[config.mk]
export PLATFORM = sky130hd
export DESIGN_NAME = mfp_ahb_arbiter_2m_flat
export DESIGN_NICKNAME = d
export VERILOG_FILES = /design/src/rtl/mfp_ahb_arbiter_2m_pkg.sv /design/src/rtl/mfp_ahb_arbiter_2m_if.sv /design/src/rtl/mfp_ahb_arb_req_latch.sv /design/src/rtl/mfp_ahb_arbiter_2m.sv /design/src/flat_wrapper.sv
export SDC_FILE = /design/constraint.sdc
export NUM_CORES = 1
export LEC_CHECK = 0
export CAP_MARGIN = 30
export CORE_MARGIN = 2
export CORE_UTILIZATION = 30
export CTS_CLUSTER_SIZE = 12
export DETAILED_ROUTE_END_ITERATION = 8
export PLACE_DENSITY = 0.69
export SLEW_MARGIN = 30
export SYNTH_ARGS = -nofsm -noshare
export SYNTH_HDL_FRONTEND = slang
export SYNTH_HIERARCHICAL = 1
export SYNTH_SLANG_ARGS = --single-unit
export TNS_END_PERCENT = 30
[constraint.sdc]
create_clock -name HCLK -period 5.9 [get_ports HCLK]
set_input_delay 1.475 -clock HCLK [delete_from_list [all_inputs] [get_ports HCLK]]
set_output_delay 1.475 -clock HCLK [all_outputs]
set_load 0.03 [all_outputs]
[src/rtl/mfp_ahb_arbiter_2m_pkg.sv]
// Shared AHB-Lite transfer and burst codes for the two-master arbiter slice.
package mfp_ahb_arbiter_2m_pkg;

    localparam logic [1:0] HTRANS_IDLE   = 2'b00;
    localparam logic [1:0] HTRANS_BUSY   = 2'b01;
    localparam logic [1:0] HTRANS_NONSEQ = 2'b10;
    localparam logic [1:0] HTRANS_SEQ    = 2'b11;

    localparam logic [2:0] HBURST_SINGLE = 3'b000;

endpackage

[src/rtl/mfp_ahb_arbiter_2m_if.sv]
// One AHB-Lite port bundle; "master" is the side that issues transfers.
interface mfp_ahb_arbiter_2m_if;

    logic [31:0] HADDR;
    logic [1:0]  HTRANS;
    logic        HWRITE;
    logic [2:0]  HSIZE;
    logic [2:0]  HBURST;
    logic        HMASTLOCK;
    logic        HSEL;
    logic [31:0] HWDATA;
    logic [31:0] HRDATA;
    logic        HREADY;
    logic        HRESP;

    modport master (
        output HADDR, HTRANS, HWRITE, HSIZE, HBURST, HMASTLOCK, HSEL, HWDATA,
        input  HRDATA, HREADY, HRESP
    );

    modport slave (
        input  HADDR, HTRANS, HWRITE, HSIZE, HBURST, HMASTLOCK, HSEL, HWDATA,
        output HRDATA, HREADY, HRESP
    );

endinterface

[src/rtl/mfp_ahb_arb_req_latch.sv]
// Per-master request holder: pending flag plus the captured address and controls
// of the transfer the master is waiting on.
module mfp_ahb_arb_req_latch #(
    parameter int ADDR_W = 32
) (
    input  logic              HCLK,
    input  logic              HRESETn,
    input  logic              req,
    input  logic              hready,
    input  logic              done,
    input  logic [31:0]       haddr,
    input  logic              hwrite,
    input  logic [2:0]        hsize,
    input  logic              hmastlock,
    output logic              pending,
    output logic [ADDR_W-1:0] addr,
    output logic              write,
    output logic [2:0]        size,
    output logic              lock
);

    logic capture;

    assign capture = req & hready;

    // NOTE: non-blocking assignments so every register samples pre-edge values;
    // the captured fields are reset too because the lock bit steers arbitration.
    always_ff @(posedge HCLK or negedge HRESETn) begin
        if (!HRESETn) begin
            pending <= 1'b0;
            addr    <= '0;
            write   <= 1'b0;
            size    <= 3'd0;
            lock    <= 1'b0;
        end else if (capture) begin
            // A new request in the completion cycle wins over the clear.
            pending <= 1'b1;
            addr    <= ADDR_W'(haddr);
            write   <= hwrite;
            size    <= hsize;
            lock    <= hmastlock;
        end else if (done) begin
            pending <= 1'b0;
        end
    end

endmodule

[src/rtl/mfp_ahb_arbiter_2m.sv]
// Two-master to one-slave AHB-Lite arbiter: requests are parked per master,
// then replayed to the slave as SINGLE transfers, one at a time.
module mfp_ahb_arbiter_2m
    import mfp_ahb_arbiter_2m_pkg::*;
#(
    parameter bit LOCK_EN = 1'b1,
    parameter int ADDR_W  = 32
) (
    input  logic                 HCLK,
    input  logic                 HRESETn,
    mfp_ahb_arbiter_2m_if.slave  m0,
    mfp_ahb_arbiter_2m_if.slave  m1,
    mfp_ahb_arbiter_2m_if.master s,
    output logic                 grant
);

    typedef enum logic [1:0] {
        S_IDLE = 2'd0,
        S_ADDR = 2'd1,
        S_DATA = 2'd2
    } state_t;

    state_t            state;
    logic [1:0]        pending;
    logic [1:0]        lock;
    logic [1:0]        wr;
    logic [1:0]        done;
    logic [1:0]        hready;
    logic [ADDR_W-1:0] cap_addr [2];
    logic [2:0]        cap_size [2];
    logic              winner;
    logic              unused_ok;

    assign done[0] = (state == S_DATA) && !grant && s.HREADY;
    assign done[1] = (state == S_DATA) &&  grant && s.HREADY;
    assign hready  = ~pending | done;

    mfp_ahb_arb_req_latch #(.ADDR_W(ADDR_W)) u_req0 (
        .HCLK      (HCLK),
        .HRESETn   (HRESETn),
        .req       (m0.HTRANS[1]),
        .hready    (hready[0]),
        .done      (done[0]),
        .haddr     (m0.HADDR),
        .hwrite    (m0.HWRITE),
        .hsize     (m0.HSIZE),
        .hmastlock (m0.HMASTLOCK),
        .pending   (pending[0]),
        .addr      (cap_addr[0]),
        .write     (wr[0]),
        .size      (cap_size[0]),
        .lock      (lock[0])
    );

    mfp_ahb_arb_req_latch #(.ADDR_W(ADDR_W)) u_req1 (
        .HCLK      (HCLK),
        .HRESETn   (HRESETn),
        .req       (m1.HTRANS[1]),
        .hready    (hready[1]),
        .done      (done[1]),
        .haddr     (m1.HADDR),
        .hwrite    (m1.HWRITE),
        .hsize     (m1.HSIZE),
        .hmastlock (m1.HMASTLOCK),
        .pending   (pending[1]),
        .addr      (cap_addr[1]),
        .write     (wr[1]),
        .size      (cap_size[1]),
        .lock      (lock[1])
    );

    // Fair alternation, except a locked last grantee keeps the bus.
    // NOTE: default assigned first so no path through the block infers a latch.
    always_comb begin
        winner = grant;
        if (pending[0] && pending[1]) begin
            winner = (LOCK_EN && lock[grant]) ? grant : ~grant;
        end else if (pending[0]) begin
            winner = 1'b0;
        end else if (pending[1]) begin
            winner = 1'b1;
        end
    end

    always_ff @(posedge HCLK or negedge HRESETn) begin
        if (!HRESETn) begin
            state       <= S_IDLE;
            grant       <= 1'b1;
            s.HADDR     <= '0;
            s.HTRANS    <= HTRANS_IDLE;
            s.HSEL      <= 1'b0;
            s.HWRITE    <= 1'b0;
            s.HSIZE     <= 3'd0;
            s.HMASTLOCK <= 1'b0;
        end else begin
            case (state)
                S_IDLE: begin
                    if (|pending) begin
                        state       <= S_ADDR;
                        grant       <= winner;
                        s.HADDR     <= 32'(cap_addr[winner]);
                        s.HWRITE    <= wr[winner];
                        s.HSIZE     <= cap_size[winner];
                        s.HMASTLOCK <= lock[winner];
                        s.HTRANS    <= HTRANS_NONSEQ;
                        s.HSEL      <= 1'b1;
                    end
                end
                S_ADDR: begin
                    state    <= S_DATA;
                    s.HTRANS <= HTRANS_IDLE;
                    s.HSEL   <= 1'b0;
                end
                S_DATA: begin
                    if (s.HREADY) begin
                        state <= S_IDLE;
                    end
                end
                default: state <= S_IDLE;
            endcase
        end
    end

    assign s.HBURST  = HBURST_SINGLE;
    assign s.HWDATA  = grant ? m1.HWDATA : m0.HWDATA;

    assign m0.HREADY = hready[0];
    assign m1.HREADY = hready[1];
    assign m0.HRDATA = s.HRDATA;
    assign m1.HRDATA = s.HRDATA;
    assign m0.HRESP  = (state == S_DATA) && !grant && s.HRESP;
    assign m1.HRESP  = (state == S_DATA) &&  grant && s.HRESP;

    // Master-side burst codes, HTRANS[0] and HSEL carry nothing this arbiter needs.
    assign unused_ok = &{1'b0, m0.HTRANS[0], m1.HTRANS[0], m0.HBURST, m1.HBURST,
                         m0.HSEL, m1.HSEL};

endmodule

[src/flat_wrapper.sv]
// flat-port wrapper written by rule: the top's interface ports become plain ports
module mfp_ahb_arbiter_2m_flat import mfp_ahb_arbiter_2m_pkg::*;
#(
    parameter bit LOCK_EN = 1'b1,
    parameter int ADDR_W  = 32
)
  (HCLK, HRESETn, grant, m0_HADDR, m0_HTRANS, m0_HWRITE, m0_HSIZE, m0_HBURST, m0_HMASTLOCK, m0_HSEL, m0_HWDATA, m0_HRDATA, m0_HREADY, m0_HRESP, m1_HADDR, m1_HTRANS, m1_HWRITE, m1_HSIZE, m1_HBURST, m1_HMASTLOCK, m1_HSEL, m1_HWDATA, m1_HRDATA, m1_HREADY, m1_HRESP, s_HADDR, s_HTRANS, s_HWRITE, s_HSIZE, s_HBURST, s_HMASTLOCK, s_HSEL, s_HWDATA, s_HRDATA, s_HREADY, s_HRESP);
  mfp_ahb_arbiter_2m_if m0_i ();
  mfp_ahb_arbiter_2m_if m1_i ();
  mfp_ahb_arbiter_2m_if s_i ();
  input  logic HCLK;
  input  logic HRESETn;
  output logic grant;
  input wire logic [$bits(m0_i.HADDR)-1:0] m0_HADDR;
  input wire logic [$bits(m0_i.HTRANS)-1:0] m0_HTRANS;
  input wire logic [$bits(m0_i.HWRITE)-1:0] m0_HWRITE;
  input wire logic [$bits(m0_i.HSIZE)-1:0] m0_HSIZE;
  input wire logic [$bits(m0_i.HBURST)-1:0] m0_HBURST;
  input wire logic [$bits(m0_i.HMASTLOCK)-1:0] m0_HMASTLOCK;
  input wire logic [$bits(m0_i.HSEL)-1:0] m0_HSEL;
  input wire logic [$bits(m0_i.HWDATA)-1:0] m0_HWDATA;
  output wire logic [$bits(m0_i.HRDATA)-1:0] m0_HRDATA;
  output wire logic [$bits(m0_i.HREADY)-1:0] m0_HREADY;
  output wire logic [$bits(m0_i.HRESP)-1:0] m0_HRESP;
  input wire logic [$bits(m1_i.HADDR)-1:0] m1_HADDR;
  input wire logic [$bits(m1_i.HTRANS)-1:0] m1_HTRANS;
  input wire logic [$bits(m1_i.HWRITE)-1:0] m1_HWRITE;
  input wire logic [$bits(m1_i.HSIZE)-1:0] m1_HSIZE;
  input wire logic [$bits(m1_i.HBURST)-1:0] m1_HBURST;
  input wire logic [$bits(m1_i.HMASTLOCK)-1:0] m1_HMASTLOCK;
  input wire logic [$bits(m1_i.HSEL)-1:0] m1_HSEL;
  input wire logic [$bits(m1_i.HWDATA)-1:0] m1_HWDATA;
  output wire logic [$bits(m1_i.HRDATA)-1:0] m1_HRDATA;
  output wire logic [$bits(m1_i.HREADY)-1:0] m1_HREADY;
  output wire logic [$bits(m1_i.HRESP)-1:0] m1_HRESP;
  output wire logic [$bits(s_i.HADDR)-1:0] s_HADDR;
  output wire logic [$bits(s_i.HTRANS)-1:0] s_HTRANS;
  output wire logic [$bits(s_i.HWRITE)-1:0] s_HWRITE;
  output wire logic [$bits(s_i.HSIZE)-1:0] s_HSIZE;
  output wire logic [$bits(s_i.HBURST)-1:0] s_HBURST;
  output wire logic [$bits(s_i.HMASTLOCK)-1:0] s_HMASTLOCK;
  output wire logic [$bits(s_i.HSEL)-1:0] s_HSEL;
  output wire logic [$bits(s_i.HWDATA)-1:0] s_HWDATA;
  input wire logic [$bits(s_i.HRDATA)-1:0] s_HRDATA;
  input wire logic [$bits(s_i.HREADY)-1:0] s_HREADY;
  input wire logic [$bits(s_i.HRESP)-1:0] s_HRESP;
  assign m0_i.HADDR = m0_HADDR;
  assign m0_i.HTRANS = m0_HTRANS;
  assign m0_i.HWRITE = m0_HWRITE;
  assign m0_i.HSIZE = m0_HSIZE;
  assign m0_i.HBURST = m0_HBURST;
  assign m0_i.HMASTLOCK = m0_HMASTLOCK;
  assign m0_i.HSEL = m0_HSEL;
  assign m0_i.HWDATA = m0_HWDATA;
  assign m0_HRDATA = m0_i.HRDATA;
  assign m0_HREADY = m0_i.HREADY;
  assign m0_HRESP = m0_i.HRESP;
  assign m1_i.HADDR = m1_HADDR;
  assign m1_i.HTRANS = m1_HTRANS;
  assign m1_i.HWRITE = m1_HWRITE;
  assign m1_i.HSIZE = m1_HSIZE;
  assign m1_i.HBURST = m1_HBURST;
  assign m1_i.HMASTLOCK = m1_HMASTLOCK;
  assign m1_i.HSEL = m1_HSEL;
  assign m1_i.HWDATA = m1_HWDATA;
  assign m1_HRDATA = m1_i.HRDATA;
  assign m1_HREADY = m1_i.HREADY;
  assign m1_HRESP = m1_i.HRESP;
  assign s_HADDR = s_i.HADDR;
  assign s_HTRANS = s_i.HTRANS;
  assign s_HWRITE = s_i.HWRITE;
  assign s_HSIZE = s_i.HSIZE;
  assign s_HBURST = s_i.HBURST;
  assign s_HMASTLOCK = s_i.HMASTLOCK;
  assign s_HSEL = s_i.HSEL;
  assign s_HWDATA = s_i.HWDATA;
  assign s_i.HRDATA = s_HRDATA;
  assign s_i.HREADY = s_HREADY;
  assign s_i.HRESP = s_HRESP;
  mfp_ahb_arbiter_2m #(.LOCK_EN(LOCK_EN), .ADDR_W(ADDR_W)) u_core (.HCLK(HCLK), .HRESETn(HRESETn), .m0(m0_i), .m1(m1_i), .s(s_i), .grant(grant));
endmodule
Word level (Yosys, flattened, before mapping)
Cells that the tools add are included.
{"block": "op_classes", "n_mux": 28, "order_cmp": 3, "eq_ne": 4, "n_reduce_logical": 16, "n_bitwise": 6}
{"cell": "32-bit 2-to-1 mux", "count": 4}
{"cell": "1-bit 2-to-1 mux", "count": 15}
{"cell": "3-bit 2-to-1 mux", "count": 3}
{"cell": "1-bit logical AND", "count": 7}
{"cell": "2-bit 2-to-1 mux", "count": 3}
{"cell": "2-bit one-hot mux with 3 select lines", "count": 1}
{"cell": "2-bit AND reduction", "count": 3}
{"cell": "2-bit nonzero test", "count": 3}
{"cell": "1-bit by 2-bit < comparator with 1-bit output, second input constant", "count": 2}
{"cell": "2-bit one-hot mux with 2 select lines", "count": 1}
{"cell": "1-bit AND", "count": 2}
{"cell": "2-bit by 1-bit equality test with 1-bit output, second input constant", "count": 1}
{"cell": "2-bit equality test, second input constant", "count": 1}
{"cell": "2-bit >= comparator, second input constant", "count": 1}
{"cell": "2-bit zero test", "count": 1}
{"cell": "2-bit by 1-bit inequality test with 1-bit output, second input constant", "count": 1}
{"cell": "2-bit inequality test, second input constant", "count": 1}
{"cell": "1-bit inverter with 2-bit output", "count": 1}
{"cell": "2-bit inverter", "count": 1}
{"cell": "2-bit bitwise OR", "count": 1}
{"cell": "1-bit one-hot mux with 2 select lines", "count": 1}
{"cell": "2-bit OR reduction", "count": 1}
{"cell": "1-bit zero test", "count": 1}
{"cell": "1-bit inverter", "count": 1}
{"block": "word_totals", "wordCells": 75, "out_inout_bits": 144, "reg_bits": 119, "in_bits": 186}

Longest topological paths before layout
{"block": "logic_depth", "ltp_word": 8, "depth_mapped": 7, "mapped_depth_nobuf": 5}

Cells and area by module
The synthesis kept the hierarchy.
{"module": "mfp_ahb_arb_req_latch", "cells_each": 82, "instances": 2, "area_per_inst_um2": 1490.2, "seq_area_each_um2": 950.9}
{"module": "mfp_ahb_arbiter_2m", "cells_each": 289, "instances": 1, "area_per_inst_um2": 2835.2, "seq_area_each_um2": 1027.2}

Worst setup path before layout
OpenSTA, ideal clock, no wires.
{"block": "synth_path", "kind": "input port to output port", "startpoint": "input port s_HREADY", "endpoint": "output port m0_HREADY", "path_buffers": 0, "setup_slack_ns": 2.139, "required_ns": 4.425, "cell_stages": 2, "arrival_time_ns": 2.286, "cell_sequence": "nand2_1 o21ai_0"}
{"block": "synth_between", "elab_chain_cells": 2}
{"element": "start, declared", "line": "flat_wrapper.sv:45", "rtl": "input wire logic [$bits(s_i.HREADY)-1:0] s_HREADY;"}
{"element": "1-bit logical AND", "line": "mfp_ahb_arbiter_2m.sv:34", "rtl": "assign done[0] = (state == S_DATA) && !grant && s.HREADY;"}
{"element": "2-bit bitwise OR", "line": "mfp_ahb_arbiter_2m.sv:36", "rtl": "assign hready = ~pending | done;"}
{"element": "end, declared", "line": "flat_wrapper.sv:23", "rtl": "output wire logic [$bits(m0_i.HREADY)-1:0] m0_HREADY;"}
No other way between the ends.

Worst setup path after layout
{"block": "layout_path", "startpoint": "input port s_HREADY", "endpoint": "output port m1_HREADY"}
{"block": "layout_between", "elab_chain_cells": 2}
{"element": "1-bit logical AND", "line": "mfp_ahb_arbiter_2m.sv:35", "rtl": "assign done[1] = (state == S_DATA) && grant && s.HREADY;"}
{"element": "2-bit bitwise OR", "line": "mfp_ahb_arbiter_2m.sv:36"}
{"element": "end, declared", "line": "flat_wrapper.sv:34", "rtl": "output wire logic [$bits(m1_i.HREADY)-1:0] m1_HREADY;"}
No other way between the ends.

==> results by group <==
Run status
  – Outcome: completed

Die
  – Die ar.: just over 20000 µm²
  – Chip Width: roughly 140 µm
  – Core footprint: 18900 µm²
  – Initial Utilization: 30.8%
  – Die H: around 140 µm
  – IO Pins: 330
  – Row count: 50

Hold path
  – Worst-case hold path end point: u_core/u_req1/addr[1]
  – HP Class: reg2reg
  – Hold Crit Depth: 1
  – Hold Crit Start: u_core/u_req1/addr[1]

Synth
  – Number of synthesized register bits: 117
  – Post-Syn Instances: 453
  – Warnings from Yosys: 6
  – Synth top area share: 49.9%
  – Synth cell types: 25
  – Mapped Area: 5820 µm²
  – EDFF count, synth: 0
  – Leading area contributor after synthesis: dfrtp_1
  – Register area share after synthesis: 50.4%
  – Area contributors post-synth: dfrtp_1 (50%), mux2_2 (13%), mux2_4 (9.8%)
  – Ys async rst share: 100%
  – Mapped Avg Cell Area: approximately 13 µm²
  – Top-count cell post-synth: dfrtp_1
  – Post-synth top flop: dfrtp_1
  – Synth top cells by count: dfrtp_1 (116), buf_4 (71), mux2_2 (68)

Critical path
  – CP endpoint kind: output pin
  – CP Max Fanout: 4
  – Slowest stage delay, CP: 0.75 ns
  – Flop-to-flop setup slack: 2.86 ns
  – CP required: 4.43 ns
  – Worst R2R End: u_core/u_req1/addr[28]
  – Worst flop-to-flop path startpoint: u_core/grant
  – Startpoint types: input port
  – Reg2Reg Depth: 5
  – Cell mode on critical path: clkdlybuf4s50_1
  – WP data arrival: 3.14 ns
  – Slowest stage cell, crit path: clkdlybuf4s50_1
  – Critical path type: in2out
  – CP cell instances: clkdlybuf4s50_1, nand2_1, o21ai_0, clkdlybuf4s50_1

Clock network
  – H-Tree Depth: 4
  – Post-CTS Setup Bufs: 0
  – CTS tree: built
  – Clock latency on the worst-skew pair: about 0.41 ns
  – Root buffer cell: clkbuf_16
  – Clock slew seen by the registers of the worst setup and hold paths: 0.06 ns
  – Post-CTS Hold Buffers: 0
  – CTS Buffer Depth: 2
  – Clock sinks: 117
  – Post-cts sizing count: 0
  – CTS Buf Count: 17

GRT
  – Busiest layer in global routing: met2
  – Met2 Use GR: 23.5%
  – Grt met1 use: 17.5%
  – First-pass GRT wire length: 22700 µm
  – Largest net degree at the start of global routing: 77
  – Grt met3 use: 5.40%
  – Vias in the first global route: 4226
  – Total gr overflow: 0
  – Initial antenna violation count: 0
  – GRT Total Usage: 14.6%

Power
  – P_leak: 0.00361 µW
  – Power density cells: a little over 600 nW/µm²
  – Peak supply drop: 0.000355 V

Placed design
  – Port Buffer Count: 219
  – GPL Wtd Cong: 0.803
  – DP HPWL: 10500 µm

STA
  – F_max: 217 MHz
  – WHS: 0.503 ns
  – Slew headroom: approximately 45%
  – Final period utilization: 78.2%
  – Fin crit period: 4.61 ns
  – Post-route setup TNS: 0 ns
  – Skew final: approximately 0.0093 ns
  – Worst-Margin Slew: 0.819 ns
  – Final hold violations: 0
  – Final Slew Violations: 0
  – RSZ-0062 raised after global routing: false
  – Final Setup Violations: 0

Layout
  – Layout area overhead: 43.6%
  – Final #Nets: just under 800
  – Number of diodes: 0
  – Share of cells above drive strength 1: a little under a quarter

Route
  – Vias per cell: 4.43
  – DR iter-0 viols: around 100
  – WL/cell: 16.7 µm
  – Pre-antenna DRT Iters: 4
  – ANT nets after route: 0
  – Routed via count: 3907
  – Post-Route WL: 14800 µm
  – DRC violations left: 0

Flow run
  – Max cap viols: 0
==> stage by stage <==
stage / setup slack, ns / instances / instance area [µm²] / util, % / power, µW
2_1_floorplan: 2.14 / 456 / 5830 / - / 3320
3_3_place_gp: 1.32 / 847 / 7690 / 40.7 / 3940
3_5_place_dp: 1.31 / 849 / 7730 / 40.9 / 4070
4_1_cts: 1.28 / 881 / 8350 / 44.2 / 5190
5_1_grt: 1.20 / 881 / 8350 / 44.2 / 5400
6_report: 1.29 / 881 / 8350 / 44.2 / 5110
==> sequential cells by signal, indices dropped and copies added, names as in the netlist <==
register,count
u_core/u_req0/size,3
u_core/u_req1/pending,1
u_core/u_req0/write,1
u_core/grant,1
u_core/u_req0/lock,1
u_core/u_req1/lock,1
u_core/s.HSIZE,3
u_core/s.HMASTLOCK,1
u_core/s.HADDR,32
u_core/u_req1/write,1
u_core/s.HTRANS,1
u_core/u_req1/addr,32
u_core/u_req0/addr,32
u_core/s.HWRITE,1
u_core/u_req1/size,3
u_core/u_req0/pending,1
u_core/state,2
==> cell usage in the layout (no fill, tap or decap) <==
cell             Yosys  layout
o21ai_0              5       5
dfstp_2              1       1
bufinv_16            0       4
buf_4               71       5
mux2_4              38      38
o21ai_1              1       1
buf_6                7       2
nand2b_1             1       1
clkinvlp_4           0       2
a2bb2oi_4            0       1
inv_1                3       3
nand2_2              0       2
mux2i_1             38      38
nand2_1              3       1
nor3_4               0       1
clkbuf_16            0      17
dfrtp_1            116     116
clkbuf_1             6       4
a21o_1               1       1
a21boi_1             1       1
buf_16               0       1
nor2_1              40      40
a21oi_1             37      37
clkbuf_8             0       2
conb_1               1       4
nor2b_1              1       1
clkinv_2             0       3
and3_1               2       2
inv_2                1       1
clkdlybuf4s50_1      0     218
mux2_2              68      68
==> logic make-up (layout without fill, tap and decap cells) <==
family          count (synthesis)  after routing  synth area share [%]
compound gates                 46             46                  4.22
buf+inv                        97            262                  12.5
flops                         117            117                  50.4
mux                           144            144                  29.5
other cells                     1              4                0.0645
simple gates                   48             48                  3.38
==> worst max-delay path: cells and delay by family <==
family	cells	cell delay [ns]
AO/OA/AOI/OAI	1	0.34
buffers and inverters	2	1.23
AND/OR/NAND/NOR	1	0.09
==> power by group <==
part / switching [µW] / internal (µW) / total, µW
clock network: 353 / 727 / 1080
logic: 1250 / 1270 / 2520
registers: 277 / 1230 / 1510
==> cell type report <==
class                      instances  area (µm²)
timing repair buffer             226        2270
multi-input combinational        242        2200
clock inverter                     9         150
clock buffer                      23         468
fill                            1733       10500
sequential                       117        2930
inverter                           4        15.0
tap                              260         325
==> worst max path at each step <==
stage,cells past startpoint,slack [ns],start,endpoint
2_1_floorplan,2,2.14,s_HREADY,m0_HREADY
3_3_place_gp,4,1.32,s_HREADY,m0_HREADY
3_5_place_dp,4,1.31,s_HREADY,m1_HREADY
4_1_cts,4,1.28,s_HREADY,m1_HREADY
5_1_grt,4,1.20,s_HREADY,m0_HREADY
6_report,4,1.29,s_HREADY,m1_HREADY
==> routing by layer <==
layer / routed length (µm) / vias to the layer above
li1: - / 1796
met4: 408 / 0
met3: 1070 / 49
met5: 0 / -
met2: 7110 / 140
met1: 6160 / 1922
No activity file was read; power rests on OpenSTA's default activity.
